===== src/rtl/multicyc_ctrl_pkg.sv =====
// rtl/multicyc_ctrl_pkg.sv - shared types and constants for the EX-stage multi-cycle unit
// Contents: oper_t op encoding, multicyc_state_t FSM states, request/response structs,
//           MUL_LAT_DEF default multiplier depth, op classification helpers.
package cpu_defs;

    localparam int MUL_LAT_DEF = 2;

    typedef enum logic [3:0] {
        OP_NONE  = 4'd0,
        OP_MULT  = 4'd1,
        OP_MULTU = 4'd2,
        OP_MADD  = 4'd3,
        OP_MADDU = 4'd4,
        OP_MSUB  = 4'd5,
        OP_MSUBU = 4'd6,
        OP_DIV   = 4'd7,
        OP_DIVU  = 4'd8,
        OP_MTHI  = 4'd9,
        OP_MTLO  = 4'd10
    } oper_t;

    typedef enum logic [2:0] {
        ST_IDLE,
        ST_MUL,
        ST_ACC,
        ST_DIV,
        ST_FIX,
        ST_DONE
    } multicyc_state_t;

    typedef struct packed {
        logic        valid;
        oper_t       op;
        logic [31:0] reg0;
        logic [31:0] reg1;
        logic [63:0] hilo;
    } multicyc_req_t;

    typedef struct packed {
        logic        busy;
        logic        ready;
        logic        hilo_we;
        logic [63:0] hilo;
    } multicyc_resp_t;

    function automatic logic op_signed(oper_t op);
        return op inside {OP_MULT, OP_MADD, OP_MSUB, OP_DIV};
    endfunction

    function automatic logic op_supported(oper_t op);
        return op inside {OP_MULT, OP_MULTU, OP_MADD, OP_MADDU, OP_MSUB, OP_MSUBU,
                          OP_DIV, OP_DIVU, OP_MTHI, OP_MTLO};
    endfunction

endpackage


===== src/rtl/multicyc_ctrl_if.sv =====
// rtl/multicyc_ctrl_if.sv - request/response bundle between inst_exec and multicyc_ctrl
// master: drives req_valid/req_op/req_reg0/req_reg1/hilo_i/flush, observes busy/ready/hilo_we/hilo_o
// slave : the multi-cycle controller side
interface multicyc_ctrl_if;
    import cpu_defs::*;

    logic        req_valid;
    oper_t       req_op;
    logic [31:0] req_reg0;
    logic [31:0] req_reg1;
    logic [63:0] hilo_i;
    logic        flush;
    logic        busy;
    logic        ready;
    logic        hilo_we;
    logic [63:0] hilo_o;

    modport master (
        output req_valid, req_op, req_reg0, req_reg1, hilo_i, flush,
        input  busy, ready, hilo_we, hilo_o
    );

    modport slave (
        input  req_valid, req_op, req_reg0, req_reg1, hilo_i, flush,
        output busy, ready, hilo_we, hilo_o
    );

endinterface


===== src/rtl/multicyc_ctrl_div_iter.sv =====
// rtl/multicyc_ctrl_div_iter.sv - restoring radix-2 divider on unsigned magnitudes
// Ports: clk, rst_n (sync, active-low), start (load operands), dividend, divisor,
//        done (high during the final iteration cycle; results valid the cycle after),
//        quotient, remainder.
module div_iter #(
    parameter int W = 32
) (
    input  logic         clk,
    input  logic         rst_n,
    input  logic         start,
    input  logic [W-1:0] dividend,
    input  logic [W-1:0] divisor,
    output logic         done,
    output logic [W-1:0] quotient,
    output logic [W-1:0] remainder
);

    localparam int CW = $clog2(W);

    logic [W-1:0]  rem_q, quo_q, dvs_q;
    logic [CW-1:0] cnt_q;
    logic          run_q;

    logic [W:0]    shifted;
    logic          ge;
    logic [W-1:0]  sub;

    // Partial remainder is always below the divisor, so the trial difference fits W bits.
    // With a zero divisor every trial succeeds: quotient all ones, remainder = dividend.
    assign shifted = {rem_q, quo_q[W-1]};
    assign ge      = shifted >= {1'b0, dvs_q};
    assign sub     = W'(shifted - {1'b0, dvs_q});
    assign done    = run_q && (cnt_q == CW'(W - 1));

    always_ff @(posedge clk) begin
        if (!rst_n) begin
            rem_q <= '0;
            quo_q <= '0;
            dvs_q <= '0;
            cnt_q <= '0;
            run_q <= 1'b0;
        end else if (start) begin
            rem_q <= '0;
            quo_q <= dividend;
            dvs_q <= divisor;
            cnt_q <= '0;
            run_q <= 1'b1;
        end else if (run_q) begin
            rem_q <= ge ? sub : shifted[W-1:0];
            quo_q <= {quo_q[W-2:0], ge};
            cnt_q <= cnt_q + 1'b1;
            if (done) begin
                run_q <= 1'b0;
            end
        end
    end

    assign quotient  = quo_q;
    assign remainder = rem_q;

endmodule


===== src/rtl/multicyc_ctrl.sv =====
// rtl/multicyc_ctrl.sv - EX-stage multi-cycle HI/LO sequencer (mult/madd/msub/div/mthi/mtlo)
// Ports: clk, rst_n (sync, active-low), bus (multicyc_ctrl_if.slave):
//        req_valid/req_op/req_reg0/req_reg1/hilo_i/flush in; busy/ready/hilo_we/hilo_o out.
module multicyc_ctrl
    import cpu_defs::*;
#(
    parameter int MUL_LAT  = MUL_LAT_DEF,
    parameter int DIV_BITS = 32
) (
    input logic             clk,
    input logic             rst_n,
    multicyc_ctrl_if.slave  bus
);

    localparam int CNT_W = $clog2(MUL_LAT + 1);

    multicyc_req_t   req;
    multicyc_resp_t  resp;
    multicyc_state_t state_q, state_d;
    logic [CNT_W-1:0] cnt_q, cnt_d;
    oper_t           op_q;
    logic            qneg_q, rneg_q;
    logic [63:0]     result_q, result_d;
    logic [63:0]     mul_pipe_q [MUL_LAT];

    logic            accept, sgn, mul_last;
    logic [63:0]     mul_a, mul_b;
    logic [31:0]     mag0, mag1;
    logic            div_start, div_done;
    logic [31:0]     div_quo, div_rem, quo_fix, rem_fix;

    assign req = '{valid: bus.req_valid, op: bus.req_op, reg0: bus.req_reg0,
                   reg1: bus.req_reg1, hilo: bus.hilo_i};

    assign sgn       = op_signed(req.op);
    assign accept    = (state_q == ST_IDLE) && req.valid && !bus.flush && op_supported(req.op);
    assign mul_last  = cnt_q == CNT_W'(MUL_LAT - 1);

    // Sign-extended 64x64 product truncated to 64 bits equals the 32x32 signed product.
    assign mul_a = {{32{sgn & req.reg0[31]}}, req.reg0};
    assign mul_b = {{32{sgn & req.reg1[31]}}, req.reg1};

    assign mag0      = (sgn && req.reg0[31]) ? -req.reg0 : req.reg0;
    assign mag1      = (sgn && req.reg1[31]) ? -req.reg1 : req.reg1;
    assign div_start = accept && (req.op inside {OP_DIV, OP_DIVU});

    assign quo_fix = qneg_q ? -div_quo : div_quo;
    assign rem_fix = rneg_q ? -div_rem : div_rem;

    div_iter #(.W(DIV_BITS)) u_div (
        .clk       (clk),
        .rst_n     (rst_n),
        .start     (div_start),
        .dividend  (mag0),
        .divisor   (mag1),
        .done      (div_done),
        .quotient  (div_quo),
        .remainder (div_rem)
    );

    // Product is captured at accept and walks the chain; synthesis may retime the '*' into it.
    always_ff @(posedge clk) begin
        if (!rst_n) begin
            for (int k = 0; k < MUL_LAT; k++) mul_pipe_q[k] <= '0;
        end else begin
            if (accept) mul_pipe_q[0] <= mul_a * mul_b;
            for (int k = 1; k < MUL_LAT; k++) mul_pipe_q[k] <= mul_pipe_q[k-1];
        end
    end

    always_comb begin
        state_d  = state_q;
        cnt_d    = cnt_q;
        result_d = result_q;
        case (state_q)
            ST_IDLE: begin
                if (accept) begin
                    case (req.op)
                        OP_MTHI:         begin result_d = {req.reg0, req.hilo[31:0]};  state_d = ST_DONE; end
                        OP_MTLO:         begin result_d = {req.hilo[63:32], req.reg0}; state_d = ST_DONE; end
                        OP_DIV, OP_DIVU: state_d = ST_DIV;
                        default:         state_d = ST_MUL;
                    endcase
                end
            end
            ST_MUL: begin
                if (mul_last) begin
                    cnt_d    = '0;
                    result_d = mul_pipe_q[MUL_LAT-1];
                    state_d  = (op_q inside {OP_MULT, OP_MULTU}) ? ST_DONE : ST_ACC;
                end else begin
                    cnt_d = cnt_q + 1'b1;
                end
            end
            ST_ACC: begin
                result_d = (op_q inside {OP_MSUB, OP_MSUBU}) ? req.hilo - result_q
                                                             : req.hilo + result_q;
                state_d  = ST_DONE;
            end
            ST_DIV:  if (div_done) state_d = ST_FIX;
            ST_FIX: begin
                result_d = {rem_fix, quo_fix};
                state_d  = ST_DONE;
            end
            ST_DONE: state_d = ST_IDLE;
            default: state_d = ST_IDLE;
        endcase
        if (bus.flush) begin
            state_d = ST_IDLE;
            cnt_d   = '0;
        end
    end

    always_ff @(posedge clk) begin
        if (!rst_n) begin
            state_q  <= ST_IDLE;
            cnt_q    <= '0;
            result_q <= '0;
            op_q     <= OP_NONE;
            qneg_q   <= 1'b0;
            rneg_q   <= 1'b0;
        end else begin
            state_q  <= state_d;
            cnt_q    <= cnt_d;
            result_q <= result_d;
            if (accept) begin
                op_q   <= req.op;
                qneg_q <= sgn & (req.reg0[31] ^ req.reg1[31]);
                rneg_q <= sgn & req.reg0[31];
            end
        end
    end

    always_comb begin
        resp         = '0;
        resp.busy    = state_q != ST_IDLE;
        resp.ready   = (state_q == ST_DONE) && !bus.flush;
        resp.hilo_we = resp.ready;
        resp.hilo    = resp.ready ? result_q : 64'd0;
    end

    assign bus.busy    = resp.busy;
    assign bus.ready   = resp.ready;
    assign bus.hilo_we = resp.hilo_we;
    assign bus.hilo_o  = resp.hilo;

endmodule

===== src/flat_wrapper.sv =====
// flat-port wrapper written by rule: the top's interface ports become plain ports
module multicyc_ctrl_flat import cpu_defs::*;
#(
    parameter int MUL_LAT  = MUL_LAT_DEF,
    parameter int DIV_BITS = 32
)
  (clk, rst_n, bus_req_valid, bus_req_op, bus_req_reg0, bus_req_reg1, bus_hilo_i, bus_flush, bus_busy, bus_ready, bus_hilo_we, bus_hilo_o);
  multicyc_ctrl_if bus_i ();
  input logic clk;
  input logic rst_n;
  input wire logic [$bits(bus_i.req_valid)-1:0] bus_req_valid;
  input wire logic [$bits(bus_i.req_op)-1:0] bus_req_op;
  input wire logic [$bits(bus_i.req_reg0)-1:0] bus_req_reg0;
  input wire logic [$bits(bus_i.req_reg1)-1:0] bus_req_reg1;
  input wire logic [$bits(bus_i.hilo_i)-1:0] bus_hilo_i;
  input wire logic [$bits(bus_i.flush)-1:0] bus_flush;
  output wire logic [$bits(bus_i.busy)-1:0] bus_busy;
  output wire logic [$bits(bus_i.ready)-1:0] bus_ready;
  output wire logic [$bits(bus_i.hilo_we)-1:0] bus_hilo_we;
  output wire logic [$bits(bus_i.hilo_o)-1:0] bus_hilo_o;
  assign bus_i.req_valid = bus_req_valid;
  assign bus_i.req_op = bus_req_op;
  assign bus_i.req_reg0 = bus_req_reg0;
  assign bus_i.req_reg1 = bus_req_reg1;
  assign bus_i.hilo_i = bus_hilo_i;
  assign bus_i.flush = bus_flush;
  assign bus_busy = bus_i.busy;
  assign bus_ready = bus_i.ready;
  assign bus_hilo_we = bus_i.hilo_we;
  assign bus_hilo_o = bus_i.hilo_o;
  multicyc_ctrl #(.MUL_LAT(MUL_LAT), .DIV_BITS(DIV_BITS)) u_core (.clk(clk), .rst_n(rst_n), .bus(bus_i));
endmodule

===== config.mk =====
export PLATFORM = sky130hd
export DESIGN_NAME = multicyc_ctrl_flat
export DESIGN_NICKNAME = d
export VERILOG_FILES = /design/src/rtl/multicyc_ctrl_pkg.sv /design/src/rtl/multicyc_ctrl_if.sv /design/src/rtl/multicyc_ctrl_div_iter.sv /design/src/rtl/multicyc_ctrl.sv /design/src/flat_wrapper.sv
export SDC_FILE = /design/constraint.sdc
export NUM_CORES = 2
export LEC_CHECK = 0
export BUFFER_PORTS_ARGS = -buffer_cell sky130_fd_sc_hd__buf_2
export CAP_MARGIN = 20
export CORE_UTILIZATION = 60
export CTS_BUF_LIST = sky130_fd_sc_hd__clkbuf_8
export CTS_CLUSTER_SIZE = 10
export DETAILED_ROUTE_END_ITERATION = 12
export PLACE_DENSITY = 0.77
export SYNTH_ARGS = -nofsm -noshare
export SYNTH_HDL_FRONTEND = slang
export SYNTH_SLANG_ARGS = --single-unit

===== constraint.sdc =====
create_clock -name clk -period 28.9 [get_ports clk]
set_input_delay 2.89 -clock clk [delete_from_list [all_inputs] [get_ports clk]]
set_output_delay 2.89 -clock clk [all_outputs]
set_load 0.01 [all_outputs]

* Word level (Yosys, flattened, before mapping)
Memory sizes are Yosys's and may differ from the RTL's. Index checks and enable logic that the tools add are counted.
Storage, ports and cells: flip-flop bits (word level) 177, bits in writable memories 128, input bits 136, output and inout port bits 67, word-level logic and storage cells 110, memories kept 1
Cells by class: add/subtract/negate cells 9, $mul 1, $lt $le $gt $ge 1, equality and inequality tests 25, mux-type cells 30, bitwise operators 7, reduce and logical (&&, ||, !) cells 25
Memory list:
- u_core.mul_pipe_q | words 2, bits a word 64, read ports 2, clocked after memory_dff 0, write ports 2, RTL line multicyc_ctrl.sv:24 | logic [63:0] mul_pipe_q [MUL_LAT];
Operator list (count):
- $mux W64 | 6
- $pmux W64 S4 | 1
- $mux W32 | 7
- $neg A32 Y32 | 4
- $pmux W64 S2 | 1
- $add A64 B64 Y64 | 1
- $mul A33 B33 Y64 | 1
- $sub A64 B64 Y64 | 1
- $ge A33 B32 Y1 | 1
- $sub A32 B32 Y32 | 1
- $eq A4 B3 Y1 const B | 6
- $eq A4 B2 Y1 const B | 3
- $eq A4 B4 Y1 const B | 3
- $mux W3 | 4
- $pmux W3 S4 | 1
- $reduce_bool A10 Y1 | 1
- $reduce_or A2 Y1 | 5
- $eq A4 B1 Y1 const B | 2
- $logic_and A1 B1 Y1 | 8
- $mux W1 | 8
- $reduce_bool A2 Y1 | 4
- $reduce_bool A4 Y1 | 2
- $eq A3 B2 Y1 const B | 2
- $eq A3 B3 Y1 const B | 2
- 18 further kinds | 23

* Longest topological paths before layout
depth in word-level cells 8, gate-level depth with buffers 34, gate-level depth less buffers 29

* Modules after synthesis
Synthesis repeated with hierarchy kept, for this count alone.
Second synthesis, totals: cells, all modules 7170, area, all modules 61561.5 um2
Modules (own cells, without submodules):
- multicyc_ctrl | instances 1, cells each 6400, area an instance 55157.9 um2, seq. area each 5345.1 um2
- div_iter | instances 1, cells each 770, area an instance 6403.6 um2, seq. area each 2042.0 um2

* Worst setup path before layout
OpenSTA, ideal clock, no wires.
path type input to register, start point input port bus_req_op[3], end point memory u_core.mul_pipe_q[0][63] (data pin), setup time 0.266 ns, arrival time 11.202 ns, data required time 28.634 ns, path slack 17.432 ns, stages on the path 33, buffers on the path 5, cell sequence clkbuf_1 > nor2b_1 > clkbuf_1 > and2_1 > clkbuf_1 > clkbuf_1 > nand2_1 > inv_1 > fa_1 > inv_1 > fa_1 > inv_1 > fa_1 > inv_1 > fa_1 > inv_1 > fa_1 > fa_1 > inv_1 > fa_1 > fa_1 > inv_1 > ha_1 > clkbuf_1 > nand2_1 > or3_1 > nor3_1 > a311o_1 > a31oi_1 > o21ai_0 > o21ai_0 > xnor2_1 > nor2_1
RTL lines:
- start, declared | RTL line flat_wrapper.sv:12 | input wire logic [$bits(bus_i.req_op)-1:0] bus_req_op;
- end, declared | RTL line multicyc_ctrl.sv:24

==> flow_summary_export.csv <==
group,metric,value,unit
run_status,status,"finished clean",
clock_network,cts_hold_buf,0,
synth,yosysWarnings,0,
synth,ys.flop_type,"dfxtp_1",
routing,routed_wl,189000,um
clock_network,clk_pin_slew,70,ps
synth,ys_seq_area_frac,0.122,
setup_path,cp.arrival,12090,ps
global_route,grt_pass1_vias,51500,
clock_network,h-tree-depth,2,
synth,yosysMostFrequentCell,"inv_1",
setup_path,crit_path_end_kind,"flop",
final_layout,layout-drive-gt1-share,0.0573,
routing,vias,50000,
clock_network,postCtsSetupRepairBufs,0,
placed_design,dp_hpwl,142000,um
placed_design,numPortBuffers,202,
synth,syn_avg_cell_area,8.58,um2
setup_path,slowest_stage,"fa_1",
setup_path,reg2regPathDepth,17,
synth,synth_cell_types,81,
setup_path,reg2reg_slack,22860,ps
sta,fmax,0.0852,GHz
setup_path,path_class,"primary input to flop",
routing,drtIter0Drc,4804,
setup_path,r2r_end,"u_core.result_q[59]",
setup_path,endpoint,"u_core.mul_pipe_q[0][63]",
sta,fin_crit,11740,ps
clock_network,cts-buffers-inserted,46,
sta,finalMaxSlewViolations,0,
synth,synthTopCellsByCount,"1,195 x inv_1, 1,127 x fa_1, 1,100 x nand2_1",
routing,drc,0,
die,core,100000,um2
setup_path,critPathLaunchType,"primary input",
sta,setup_violations,0,
routing,ant_nets,0,
synth,syn_inst,7065,
sta,setup_tns,0,ps
setup_path,startpoint,"bus_req_op[0]",
clock_network,postCtsResizedCells,0,
sta,finalHoldViolCount,0,
global_route,grt_pass1_wl,295000,um
global_route,antenna_found_initial,15,
placed_design,place_congestion,0.964,
synth,synth-edff-count,128,
setup_path,worstPathRequired,29250,ps
synth,synth_area_leaders,"fa_1 37%, inv_1 7.4%, nand2_1 6.8%, ha_1 6.5%, edfxtp_1 6.3%",
final_layout,fill_cells,8557,
sta,finalClockSkew,32.3,ps
sta,worst_pin_slew,1130,ps
die,die_area,102000,um2
setup_path,cp_slowest_stage_delay,860,ps
setup_path,worstReg2RegStart,"u_core.result_q[2]",
synth,syn_area,60600,um2
sta,min_period_over_period,0.406,
routing,first_pass_iters,6,
routing,avgRoutedWirePerCell,22.6,um
routing,via_per_inst,5.97,
hold_path,hp-class,"flop to flop",
final_layout,syn_to_final_growth,4.95,%
global_route,overflow,0,
global_route,grt_usage,0.376,
final_layout,nNetsFinal,8602,
synth,synth_seq_cells,305,
clock_network,cts_tree,"built",
die,chipWidth,320,um
synth,synthArstFlopShare,0,
clock_network,clock_sinks,305,
sta,grt_setup_unrepaired,"false",
die,row_count,116,
job,maxCapViolations,0,
die,initial_core_util,0.605,
global_route,grt_max_degree,88,
clock_network,clock_tree.buffer_depth,3,
clock_network,clock_latency,630,ps
setup_path,path_max_fanout,39,
clock_network,root_buffer,"clkbuf_8",
synth,synth_top_area_cell,"fa_1",
die,ios,203,
die,die_h,320,um
setup_path,cpMostUsedCell,"fa_1",
sta,timing.slew.headroom,0.246,
synth,synth_top_area_share,0.372,
worst min path at each step:
stage                                        end  slack (ps)  cells past startpoint              startpoint
after floorplan                  u_core.cnt_q[1]         420                      2         u_core.cnt_q[1]
after CTS                        u_core.cnt_q[1]         440                      2         u_core.cnt_q[1]
after global routing      u_core.u_div.dvs_q[26]         470                      2  u_core.u_div.dvs_q[26]
after detailed placement         u_core.cnt_q[1]         430                      2         u_core.cnt_q[1]
after global placement           u_core.cnt_q[1]         430                      2         u_core.cnt_q[1]
final                            u_core.cnt_q[1]         440                      2         u_core.cnt_q[1]
metrics by stage:
| stage | worst slack (ps) | hold WS (ps) | util | instance area, um2 | std cells |
|---|---|---|---|---|---|
| floorplan | 17430 | 417 | - | 60900 | 7128 |
| global placement | 16810 | 426 | 0.625 | 62500 | 8272 |
| detailed placement | 16600 | 428 | 0.625 | 62600 | 8273 |
| CTS | 17290 | 438 | 0.635 | 63600 | 8359 |
| global route | 16470 | 475 | 0.635 | 63600 | 8366 |
| finish | 17160 | 442 | 0.635 | 63600 | 8372 |
sequential cells by signal (all words and copies together) (netlist names):
register	cells
u_core.u_div.run_q	1
u_core.u_div.remainder	32
u_core.mul_pipe_q	128
u_core.result_q	64
u_core.u_div.dvs_q	32
u_core.cnt_q	2
u_core.op_q	4
u_core.u_div.quotient	32
u_core.u_div.cnt_q	5
u_core.qneg_q	1
u_core.rneg_q	1
u_core.state_q	3
routing by layer:
layer,share of wire,global-route usage
met5,0.00034,0
met4,0.041,0.136
met3,0.12,0.101
met2,0.44,0.584
met1,0.40,0.507
worst max-delay path: cells and delay by family:
kind                       cells  cell delay [ps]
xor gates and xnor gates       1              180
adders and majority gates      9             4600
AOI/OAI and AO/OA              4              970
buffers and inverters         10             2240
and+or+nand+nor                7             1130
area by class of cell:
class                           instances  area, um2  share of cell area
Inverter                             1198       4500              0.0707
Tap cell                             1298       1620              0.0255
Antenna cell                           12       30.0            0.000472
Multi-Input combinational cell       5178      47300               0.744
Clock inverter                         30        260             0.00409
Timing Repair Buffer                  295       1720              0.0270
Sequential cell                       305       7390               0.116
Clock buffer                           56        771              0.0121
kinds of logic (layout without fill, tap and decap cells):
group | after synthesis | after routing | synth area share
and+or+nand+nor | 2223 | 2223 | 0.171
adders and majority gates | 1442 | 1442 | 0.437
buffers and inverters | 1645 | 1579 | 0.102
xor gates and xnor gates | 335 | 335 | 0.0485
muxes | 48 | 48 | 0.00792
DFF | 305 | 305 | 0.122
AOI/OAI and AO/OA | 1066 | 1066 | 0.111
other | 1 | 76 | 0.0000619
placed cells by master, fill, tap and decap left out, types with 33 or more instances in the layout:
cell,n
buf_4,92
nand2b_1,36
and3_1,35
nand2_1,1099
nor3_1,52
a21o_1,89
xor2_1,133
a221oi_1,52
o31ai_1,41
nand3_1,57
conb_1,64
ha_1,315
dfxtp_1,176
o21ai_0,231
edfxtp_1,128
nor2_1,300
and2_1,465
mux2i_1,48
a21oi_1,317
a31oi_1,68
xnor2_1,201
inv_1,1205
nand4_1,33
buf_2,202
clkbuf_8,56
a211oi_1,75
fa_1,1127
Power is not shown: default switching activity piles up to over one toggle a cycle in this logic, so the estimate is an artifact.
